**src/rtl/fwd_hazard_scoreboard.sv**
```systemverilog
// Forwarding and load-use hazard unit.
// A shift-register scoreboard tracks destination tags from EXE down through
// FWD_DEPTH forwarding stages. The EXE operand selects and the ID-stage stall
// are derived combinationally from that registered state.
module fwd_hazard_scoreboard #(
  parameter int REG_ADDR_W = 4,
  parameter int NUM_SRC    = 2,
  parameter int FWD_DEPTH  = 2,
  parameter int LOAD_LAT   = 1,
  parameter int SEL_W      = $clog2(FWD_DEPTH + 1),
  parameter int CNT_W      = 16
) (
  input  logic                          clk,
  input  logic                          rst,
  input  logic                          Forwarding_EN,
  input  logic                          freeze,
  input  logic                          flush,
  input  logic [NUM_SRC*REG_ADDR_W-1:0] id_src,
  input  logic [NUM_SRC-1:0]            id_src_vld,
  input  logic [REG_ADDR_W-1:0]         id_dest,
  input  logic                          id_wb_en,
  input  logic                          id_is_load,
  output logic [NUM_SRC*SEL_W-1:0]      Sel_src,
  output logic                          hazard_stall,
  output logic [CNT_W-1:0]              stall_cnt
);

  // Scoreboard entries: index 0 is EXE, index k is k stages downstream.
  logic [FWD_DEPTH:0]                 ent_vld_q, ent_vld_d;
  logic [FWD_DEPTH:0]                 ent_wb_q, ent_wb_d;
  logic [FWD_DEPTH:0]                 ent_ld_q, ent_ld_d;
  logic [FWD_DEPTH:0][REG_ADDR_W-1:0] ent_dest_q, ent_dest_d;

  // Source operands of the instruction currently in EXE.
  logic [NUM_SRC-1:0][REG_ADDR_W-1:0] exe_src_q, exe_src_d;
  logic [NUM_SRC-1:0]                 exe_src_vld_q, exe_src_vld_d;

  logic [CNT_W-1:0]                   stall_cnt_q, stall_cnt_d;

  // Saturating increment: the counter sticks at all ones.
  function automatic logic [CNT_W-1:0] sat_inc(input logic [CNT_W-1:0] v);
    return (&v) ? v : v + CNT_W'(1);
  endfunction

  // Operand select for the EXE instruction: youngest forwardable producer wins.
  always_comb begin
    Sel_src = '0;
    if (Forwarding_EN) begin
      for (int s = 0; s < NUM_SRC; s++) begin
        // Walk oldest to youngest so the youngest match overwrites older ones.
        for (int k = FWD_DEPTH; k >= 1; k--) begin
          if (ent_vld_q[k] && ent_wb_q[k] && exe_src_vld_q[s] &&
              (ent_dest_q[k] == exe_src_q[s]) &&
              (!ent_ld_q[k] || (k >= LOAD_LAT + 1))) begin
            Sel_src[s*SEL_W +: SEL_W] = SEL_W'(k);
          end
        end
      end
    end
  end

  // Load-use / no-forwarding stall for the ID instruction. The last stage is
  // excluded because it writes the register file in the same cycle ID reads it.
  always_comb begin
    hazard_stall = 1'b0;
    for (int k = 0; k < FWD_DEPTH; k++) begin
      for (int s = 0; s < NUM_SRC; s++) begin
        if (id_src_vld[s] && ent_vld_q[k] && ent_wb_q[k] &&
            (ent_dest_q[k] == id_src[s*REG_ADDR_W +: REG_ADDR_W])) begin
          if (!Forwarding_EN) begin
            hazard_stall = 1'b1;
          end else if (ent_ld_q[k] && (k + 1 < LOAD_LAT + 1)) begin
            // Load data not yet forwardable when the consumer reaches EXE.
            hazard_stall = 1'b1;
          end
        end
      end
    end
    // A flushed ID instruction is dead and must not hold the front end.
    if (flush) hazard_stall = 1'b0;
  end

  // Next-state: shift the scoreboard, load or bubble EXE, count stalls.
  always_comb begin
    ent_vld_d     = ent_vld_q;
    ent_wb_d      = ent_wb_q;
    ent_ld_d      = ent_ld_q;
    ent_dest_d    = ent_dest_q;
    exe_src_d     = exe_src_q;
    exe_src_vld_d = exe_src_vld_q;
    stall_cnt_d   = stall_cnt_q;
    if (!freeze) begin
      for (int k = 1; k <= FWD_DEPTH; k++) begin
        ent_vld_d[k]  = ent_vld_q[k-1];
        ent_wb_d[k]   = ent_wb_q[k-1];
        ent_ld_d[k]   = ent_ld_q[k-1];
        ent_dest_d[k] = ent_dest_q[k-1];
      end
      if (flush || hazard_stall) begin
        ent_vld_d[0]  = 1'b0;
        ent_wb_d[0]   = 1'b0;
        ent_ld_d[0]   = 1'b0;
        ent_dest_d[0] = '0;
        exe_src_d     = '0;
        exe_src_vld_d = '0;
      end else begin
        ent_vld_d[0]  = 1'b1;
        ent_wb_d[0]   = id_wb_en;
        ent_ld_d[0]   = id_is_load;
        ent_dest_d[0] = id_dest;
        for (int s = 0; s < NUM_SRC; s++) begin
          exe_src_d[s] = id_src[s*REG_ADDR_W +: REG_ADDR_W];
        end
        exe_src_vld_d = id_src_vld;
      end
      if (hazard_stall) stall_cnt_d = sat_inc(stall_cnt_q);
    end
  end

  // State registers with asynchronous clear.
  always_ff @(posedge clk or posedge rst) begin
    if (rst) begin
      ent_vld_q     <= '0;
      ent_wb_q      <= '0;
      ent_ld_q      <= '0;
      ent_dest_q    <= '0;
      exe_src_q     <= '0;
      exe_src_vld_q <= '0;
      stall_cnt_q   <= '0;
    end else begin
      ent_vld_q     <= ent_vld_d;
      ent_wb_q      <= ent_wb_d;
      ent_ld_q      <= ent_ld_d;
      ent_dest_q    <= ent_dest_d;
      exe_src_q     <= exe_src_d;
      exe_src_vld_q <= exe_src_vld_d;
      stall_cnt_q   <= stall_cnt_d;
    end
  end

  assign stall_cnt = stall_cnt_q;

endmodule
```
**config.mk**
```make
export PLATFORM = sky130hd
export DESIGN_NAME = fwd_hazard_scoreboard
export DESIGN_NICKNAME = d
export VERILOG_FILES = /design/src/rtl/fwd_hazard_scoreboard.sv
export SDC_FILE = /design/constraint.sdc
export NUM_CORES = 1
export LEC_CHECK = 0
export BUFFER_PORTS_ARGS = -buffer_cell sky130_fd_sc_hd__buf_2
export CAP_MARGIN = 20
export CORE_MARGIN = 1
export CORE_UTILIZATION = 50
export CTS_CLUSTER_DIAMETER = 40
export CTS_CLUSTER_SIZE = 30
export DETAILED_ROUTE_END_ITERATION = 10
export PLACE_DENSITY_LB_ADDON = 0.25
export SETUP_SLACK_MARGIN = 0.2
export SYNTH_ARGS = -nofsm -noshare
export SYNTH_HDL_FRONTEND = slang
export SYNTH_SLANG_ARGS = --single-unit
```
**constraint.sdc**
```tcl
create_clock -name clk -period 5.4 [get_ports clk]
set_input_delay 0.27 -clock clk [delete_from_list [all_inputs] [get_ports clk]]
set_output_delay 0.27 -clock clk [all_outputs]
set_load 0.005 [all_outputs]
```
==> results of run 1 <==
-- state kept, by name (all words and copies together) (netlist names) --
name,count
ent_ld_q,2
exe_src_q,8
ent_wb_q,3
ent_dest_q,12
stall_cnt,16
ent_vld_q,3
exe_src_vld_q,2
-- synthesized netlist by cell type (2+ instances only) --
cell,n
sky130_fd_sc_hd__a22o_1,16
sky130_fd_sc_hd__nor4_1,7
sky130_fd_sc_hd__nor4_2,4
sky130_fd_sc_hd__o2111ai_1,2
sky130_fd_sc_hd__nand4_1,8
sky130_fd_sc_hd__dfrtp_1,46
sky130_fd_sc_hd__mux2_2,15
sky130_fd_sc_hd__and3_1,8
sky130_fd_sc_hd__inv_1,3
sky130_fd_sc_hd__nor2_1,4
sky130_fd_sc_hd__buf_6,4
sky130_fd_sc_hd__nor3_4,2
sky130_fd_sc_hd__nand2_1,9
sky130_fd_sc_hd__clkbuf_1,2
sky130_fd_sc_hd__and2_1,2
sky130_fd_sc_hd__nand3_1,5
sky130_fd_sc_hd__xnor2_1,12
sky130_fd_sc_hd__xor2_1,33
sky130_fd_sc_hd__buf_1,2
sky130_fd_sc_hd__nor3_2,8
-- cell families (layout without fill, tap and decap cells) --
kind of cell | count (synthesis) | count (layout) | synth area share (%)
simple gates | 66 | 66 | 18.8
buf+inv | 15 | 52 | 4.47
fa+ha+maj | 1 | 1 | 0.497
compound gates | 22 | 22 | 8.15
xor+xnor | 45 | 45 | 15.6
mux | 15 | 15 | 6.71
flops | 46 | 46 | 45.7
-- cells in the final DEF, fill, tap and decap left out, types with 5 or more instances in the layout --
cell type,instances
sky130_fd_sc_hd__nor4_1,7
sky130_fd_sc_hd__clkbuf_8,6
sky130_fd_sc_hd__buf_2,41
sky130_fd_sc_hd__dfrtp_1,46
sky130_fd_sc_hd__mux2_2,15
sky130_fd_sc_hd__and3_1,8
sky130_fd_sc_hd__a22o_1,16
sky130_fd_sc_hd__nand2_1,9
sky130_fd_sc_hd__nor3_2,8
sky130_fd_sc_hd__xnor2_1,12
sky130_fd_sc_hd__nand3_1,5
sky130_fd_sc_hd__nand4_1,8
sky130_fd_sc_hd__xor2_1,33
-- worst max-delay path, stage by stage, from the launching register on --
cell                      delay [ns]
sky130_fd_sc_hd__dfrtp_1        0.49
sky130_fd_sc_hd__xor2_1         0.18
sky130_fd_sc_hd__or4b_2         0.62
sky130_fd_sc_hd__nor4_1         0.30
sky130_fd_sc_hd__nor4_1         0.11
sky130_fd_sc_hd__and3_1         0.19
sky130_fd_sc_hd__buf_2          0.12
-- path summary, 6_finish.rpt --
path                                     from            end  cells after the start
max in group asynchronous                 rst   stall_cnt[7]                      2
min in group clk                   id_dest[2]  ent_dest_q[2]                      2
worst max-delay path            ent_dest_q[7]     Sel_src[3]                      6
worst min-delay path                      rst  ent_dest_q[5]                      2
worst min register to register   stall_cnt[7]   stall_cnt[7]                      1
worst max register to register  ent_dest_q[5]  ent_dest_q[0]                      5
-- report_power, final --
group          switching [mW]  leakage, nW  internal (mW)  total (mW)
clock                   0.112       0.0482          0.103       0.216
combinational          0.0424        0.747         0.0482      0.0906
sequential             0.0325        0.612          0.368       0.401
-- area by class of cell --
class	instances	area (sq um)	area share, %
inverter	3	11.3	0.403
tap	67	83.8	3.00
multi-input combinational	149	1250	44.9
clock buffer	7	86.3	3.09
clock inverter	1	5.00	0.179
sequential	46	1150	41.1
timing repair buffer	41	205	7.33
-- stage by stage --
step	utilization [%]	setup WS [ns]	cells	area (sq um)	hold WS, ns
2_1_floorplan	-	3.44	210	2520	0.398
4_1_cts	58.5	2.83	314	2800	0.186
3_3_place_gp	56.5	3.20	306	2710	0.469
6_report	58.5	2.84	314	2800	0.179
3_5_place_dp	56.5	3.12	306	2710	0.480
5_1_grt	58.5	2.64	314	2800	0.183
-- layer usage --
metal / up-vias / share of wire [%] / routed length [microns] / track usage (%)
met5: - / 0 / 0 / 0
met4: 0 / 0.89 / 43 / 6.10
met3: 5 / 2.8 / 137 / 3.31
met2: 32 / 47 / 2280 / 30.9
met1: 844 / 49 / 2390 / 29.9
li1: 827 / - / - / -
==> qor.tcl, run 1 <==
set qor(port-buffer-count) 41
set qor(max_freq_mhz) 391
set qor(postSynthRegisterBits) 46
set qor(initial_utilization_pct) 52.6
set qor(clock_tree_root) {sky130_fd_sc_hd__clkbuf_8}
set qor(grt-ovfl-total) 0
set qor(final.setup_skew_ns) 0.00555
set qor(cts_repair_resize_count) 0
set qor(remaining_drc_errors) 0
set qor(wire_per_inst_microns) 15.5
set qor(clock_net_sink_count) 46
set qor(worstPathRequired_ns) 5.13
set qor(fin_setup_tns_ns) 0
set qor(synth.area.top_cells) {sky130_fd_sc_hd__dfrtp_1 46%, sky130_fd_sc_hd__xor2_1 11%, sky130_fd_sc_hd__mux2_2 6.7%, sky130_fd_sc_hd__a22o_1 5.6%, sky130_fd_sc_hd__xnor2_1 4.2%}
set qor(drive_above_1_share_pct) 34.0
set qor(clockBufferDepth) 2
set qor(number_of_filler_cells_placed_in_the_layout) 417
set qor(total_of_warnings_raised_by_yosys) 0
set qor(dieHeight_microns) 73.0
set qor(postSynthCellCount) 210
set qor(top_level_ports) 42
set qor(reg2reg_setup_slack_ns) 3.12
set qor(ys_types) 38
set qor(slew_headroom_pct) 29.4
set qor(synth_flop_cell) {sky130_fd_sc_hd__dfrtp_1}
set qor(rows) 25
set qor(synth.yosys.seq_area_share_pct) 45.7
set qor(min-delay-path-class) {input port to asynchronous set/reset pin}
set qor(path_max_fanout) 6
set qor(postCtsSetupRepairBufs) 0
set qor(yosysTopAreaCellShare_pct) 45.7
set qor(cts_bufs_inserted) 5
set qor(global_route_wire_length_before_repair_microns) 8060
set qor(synth_area_leader_cell) {sky130_fd_sc_hd__dfrtp_1}
set qor(post-route-min-period_ns) 2.56
set qor(crit_arrival_ns) 2.29
set qor(detail_route.first_pass.iterations) 4
set qor(antenna_found_initial) 0
set qor(power.static_leakage_nw) 1.41
set qor(synth_nets) 232
set qor(asyncSetResetFlopFracSynth_pct) 100
set qor(max-cap-violations) 0
set qor(routed_wire_length_microns) 4860
set qor(setup_viol_count_final) 0
set qor(routabilityCongestion) 0.820
set qor(synth_edf_count) 0
set qor(hold_fails_final_rpt) 0
set qor(number_of_global_route_vias_before_repair) 1634
set qor(run_status) {finished, final reports clean}
set qor(post_drt_via_cell_ratio) 5.44
set qor(worst_ir_drop_vdd_v) 0.000156
set qor(path_class) {register to primary output}
set qor(slew_at_the_pin_closest_to_its_max_slew_limit_ns) 1.05
set qor(cell_area_after_synthesis_sq_um) 2520
set qor(drt_iter0_drc) 73
set qor(cts_hold_buffers) 0
set qor(track_usage_pct) 20.3
set qor(ant_nets) 0
set qor(die_w_microns) 73.0
set qor(period_share_pct) 47.4
set qor(dpl.hpwl_microns) 3610
set qor(cell_area_power_density_nw_per_um2) 253
set qor(clk-insertion-delay-late_ns) 0.29
set qor(totalPowerFinal_mw) 0.707
set qor(rsz0062_at_grt) {no}
set qor(coreArea_sq_um) 4790
set qor(area.growth.synth_to_final_pct) 11.1
set qor(nets_finish) 268
set qor(ctsHtreeMaxLevel) 2
set qor(vias) 1708
set qor(report.final.slew_viol_count) 0
set qor(element_type_at_the_critical_path_end) {primary output}
set qor(diodes) 0
set qor(worst_setup_hold_path_clk_slew_ns) 0.08
set qor(tritoncts_clock_tree) {done}
set qor(syn_area_per_cell_sq_um) 12.0
set qor(grt_start_max_net_pins) 47
set qor(start_kind) {register}
set qor(die_outline_area_sq_um) 5330
Note: power is estimated with default switching activity, not from simulation.
==> run 2, diff against run 1 <==
- clock period: 5.4 -> 2.55 ns (I/O delays scaled with it)
==> run 2 against run 1 <==
Net effect: clock power increased to 2.5 times the previous value; final cell count is 2.2% higher; total power rose by 130%; utilization increased by 2.1 points; register-to-register slack lost 2.7 ns; largest cell class unchanged.
==> qor.tcl, run 2 (synthesis gave the netlist of run 1 again) <==
set qor(initial_utilization_pct) 52.6 ;# unchanged
set qor(routed_wire_length_microns) 5150 ;# was 4860 microns
set qor(rsz0062_at_grt) {no} ;# unchanged
set qor(path_max_fanout) 4 ;# was 6
set qor(grt-ovfl-total) 0 ;# unchanged
set qor(clk-insertion-delay-late_ns) 0.30 ;# was 0.29 ns
set qor(drt_iter0_drc) 132 ;# was 73
set qor(post-route-cell-area_sq_um) 2900 ;# was 2800 sq um
set qor(post-route-min-period_ns) 2.20
set qor(clock_tree_root) {sky130_fd_sc_hd__clkbuf_8} ;# unchanged
set qor(number_of_global_route_vias_before_repair) 1629 ;# was 1634
set qor(fin_setup_tns_ns) 0 ;# unchanged
set qor(worst-r2r-cell-count) 7 ;# was 5
set qor(critPathMaxStageDelay_ns) 0.50 ;# was 0.62 ns
set qor(dieHeight_microns) 73.0 ;# unchanged
set qor(setup_viol_count_final) 0 ;# unchanged
set qor(period_share_pct) 86.1
set qor(start_kind) {register} ;# unchanged
set qor(diodes) 0 ;# unchanged
set qor(run_status) {finished, final reports clean} ;# unchanged
set qor(detail_route.first_pass.iterations) 4 ;# unchanged
set qor(routabilityCongestion) 0.908 ;# was 0.820
set qor(cts_bufs_inserted) 5 ;# unchanged
set qor(largest_register_ff_count) 16 ;# unchanged
set qor(placed_area_sq_um) 2720 ;# was 2710 sq um
set qor(port-buffer-count) 41 ;# unchanged
set qor(path_class) {register to primary output} ;# unchanged
set qor(postLayoutCoreUtil_pct) 60.6 ;# was 58.5%
set qor(crit-reg2reg-launch) {ent_dest_q[7]} ;# was ent_dest_q[5]
set qor(worst_ir_drop_vdd_v) 0.000283 ;# was 0.000156 V
set qor(reg2reg_setup_slack_ns) 0.42 ;# was 3.12 ns
set qor(cp.buffers_inverters) 1 ;# unchanged
set qor(slew_at_the_pin_closest_to_its_max_slew_limit_ns) 0.951 ;# was 1.05 ns
set qor(layout.area.seq_sq_um) 1150 ;# about the same
set qor(multiInputGateArea_sq_um) 1280 ;# was 1250 sq um
set qor(layout.cells.most_common) {sky130_fd_sc_hd__dfrtp_1} ;# unchanged
set qor(ant_nets) 0 ;# unchanged
set qor(layout_common_cells) {45 x sky130_fd_sc_hd__dfrtp_1, 41 x sky130_fd_sc_hd__buf_2, 33 x sky130_fd_sc_hd__xor2_1} ;# was 46 x sky130_fd_sc_hd__dfrtp_1, 41 x sky130_fd_sc_hd__buf_2, 33 x sky130_fd_sc_hd__xor2_1
set qor(cell_area_power_density_nw_per_um2) 557 ;# was 253 nW/um^2
set qor(number_of_filler_cells_placed_in_the_layout) 404 ;# was 417
set qor(crit_arrival_ns) 2.07 ;# was 2.29 ns
set qor(post_drt_via_cell_ratio) 5.51 ;# was 5.44
set qor(rows) 25 ;# unchanged
set qor(min-delay-path-class) {input port to asynchronous set/reset pin} ;# unchanged
set qor(area.growth.synth_to_final_pct) 15.1 ;# was 11.1%
set qor(report.final.slew_viol_count) 0 ;# unchanged
set qor(power.static_leakage_nw) 1.45 ;# was 1.41 nW
set qor(track_usage_pct) 20.7 ;# was 20.3%
set qor(wire_per_inst_microns) 16.0 ;# was 15.5 microns
set qor(antenna_found_initial) 0 ;# unchanged
set qor(clock_net_sink_count) 46 ;# unchanged
set qor(crit_path_cell_trace) {xor2_1 -> or4b_4 -> nor4_4 -> nor4_1 -> and3_1 -> buf_2} ;# was xor2_1 -> or4b_2 -> nor4_1 -> nor4_1 -> and3_1 -> buf_2
set qor(dpl.hpwl_microns) 3650 ;# was 3610 microns
set qor(critical_path.slowest_cell) {sky130_fd_sc_hd__or4b_4} ;# was sky130_fd_sc_hd__or4b_2
set qor(global_route_wire_length_before_repair_microns) 8220 ;# was 8060 microns
set qor(remaining_drc_errors) 0 ;# unchanged
set qor(top_level_ports) 42 ;# unchanged
set qor(ctsHtreeMaxLevel) 2 ;# unchanged
set qor(slew_headroom_pct) 36.5 ;# was 29.4%
set qor(max-cap-violations) 0 ;# unchanged
set qor(worst_setup_hold_path_clk_slew_ns) 0.09 ;# was 0.08 ns
set qor(die_w_microns) 73.0 ;# unchanged
set qor(path_delay_family) {simple AND/OR/NAND/NOR gates} ;# unchanged
set qor(vias) 1768 ;# was 1708
set qor(clockBufferDepth) 2 ;# unchanged
set qor(coreArea_sq_um) 4790 ;# unchanged
set qor(final.setup_skew_ns) 0.00592 ;# was 0.00555 ns
set qor(totalPowerFinal_mw) 1.61 ;# was 0.707 mW
set qor(die_outline_area_sq_um) 5330 ;# unchanged
set qor(tritoncts_clock_tree) {done} ;# unchanged
set qor(cts_hold_buffers) 0 ;# unchanged
set qor(drive_above_1_share_pct) 37.0 ;# was 34.0%
set qor(grt_start_max_net_pins) 47 ;# unchanged
set qor(hold_fails_final_rpt) 0 ;# unchanged
set qor(nets_finish) 275 ;# was 268
set qor(r2r_end) {stall_cnt[14]} ;# was ent_dest_q[0]
set qor(max_freq_mhz) 455
set qor(element_type_at_the_critical_path_end) {primary output} ;# unchanged
set qor(worstPathRequired_ns) 2.42 ;# was 5.13 ns
[run 2: final cells by class]
type	instances	share of cell area, %
clock buffers	6	2.50
clock inverters	2	1.29
inverters	3	0.388
multi-input cells	149	44.2
flip-flops and latches	46	39.7
well taps	67	2.89
repair buffers	48	9.02
[run 2: worst max-delay path by stage]
stage | depth (start not counted) | from | end
5_1_grt | 6 | exe_src_q[3] | Sel_src[1]
4_1_cts | 6 | ent_dest_q[7] | Sel_src[3]
6_report | 6 | ent_dest_q[7] | Sel_src[3]
2_1_floorplan | 7 | ent_dest_q[5] | stall_cnt[14]
3_3_place_gp | 5 | ent_dest_q[6] | ent_ld_q[0]
3_5_place_dp | 5 | ent_dest_q[6] | exe_src_q[4]
[run 2: where the power goes]
part	leakage (nW)	switching (mW)	internal (mW)
registers	0.610	0.0657	0.781
logic	0.787	0.109	0.113
clock network	0.0514	0.253	0.293
[run 2: metrics by stage]
stage          hold WS (ns)  setup WS [ns]  instances
5_1_grt              0.0385          0.228        321
3_5_place_dp          0.348          0.282        308
6_report             0.0395          0.354        321
2_1_floorplan         0.256          0.665        210
3_3_place_gp          0.341          0.308        308
4_1_cts              0.0369          0.228        316
[run 2: per-layer routing]
metal	up-vias	part of all wire, %	track usage [%]
li1	842	-	-
met4	0	1.2	6.32
met2	41	46	30.4
met1	880	49	30.4
met3	5	3.6	4.56
met5	-	0	0
[run 2: worst reg2reg max path: stages, from the launching register on]
cell and delay (ns):
sky130_fd_sc_hd__dfrtp_2 0.45, sky130_fd_sc_hd__buf_4 0.15, sky130_fd_sc_hd__xor2_1 0.15, sky130_fd_sc_hd__nor4_1 0.28, sky130_fd_sc_hd__a32o_2 0.26, sky130_fd_sc_hd__nor2_8 0.12
sky130_fd_sc_hd__nor3_1 0.26, sky130_fd_sc_hd__mux2_2 0.36
[run 2: repair_timing]
| item | in CTS | in global routing |
|---|---|---|
| setup buffers | 0 | 4 |
| gates resized for setup | 2 | 3 |
| hold endpoints to repair | 0 | 0 |
| setup endpoints to repair | 2 | 3 |
| pin swaps | 0 | 1 |
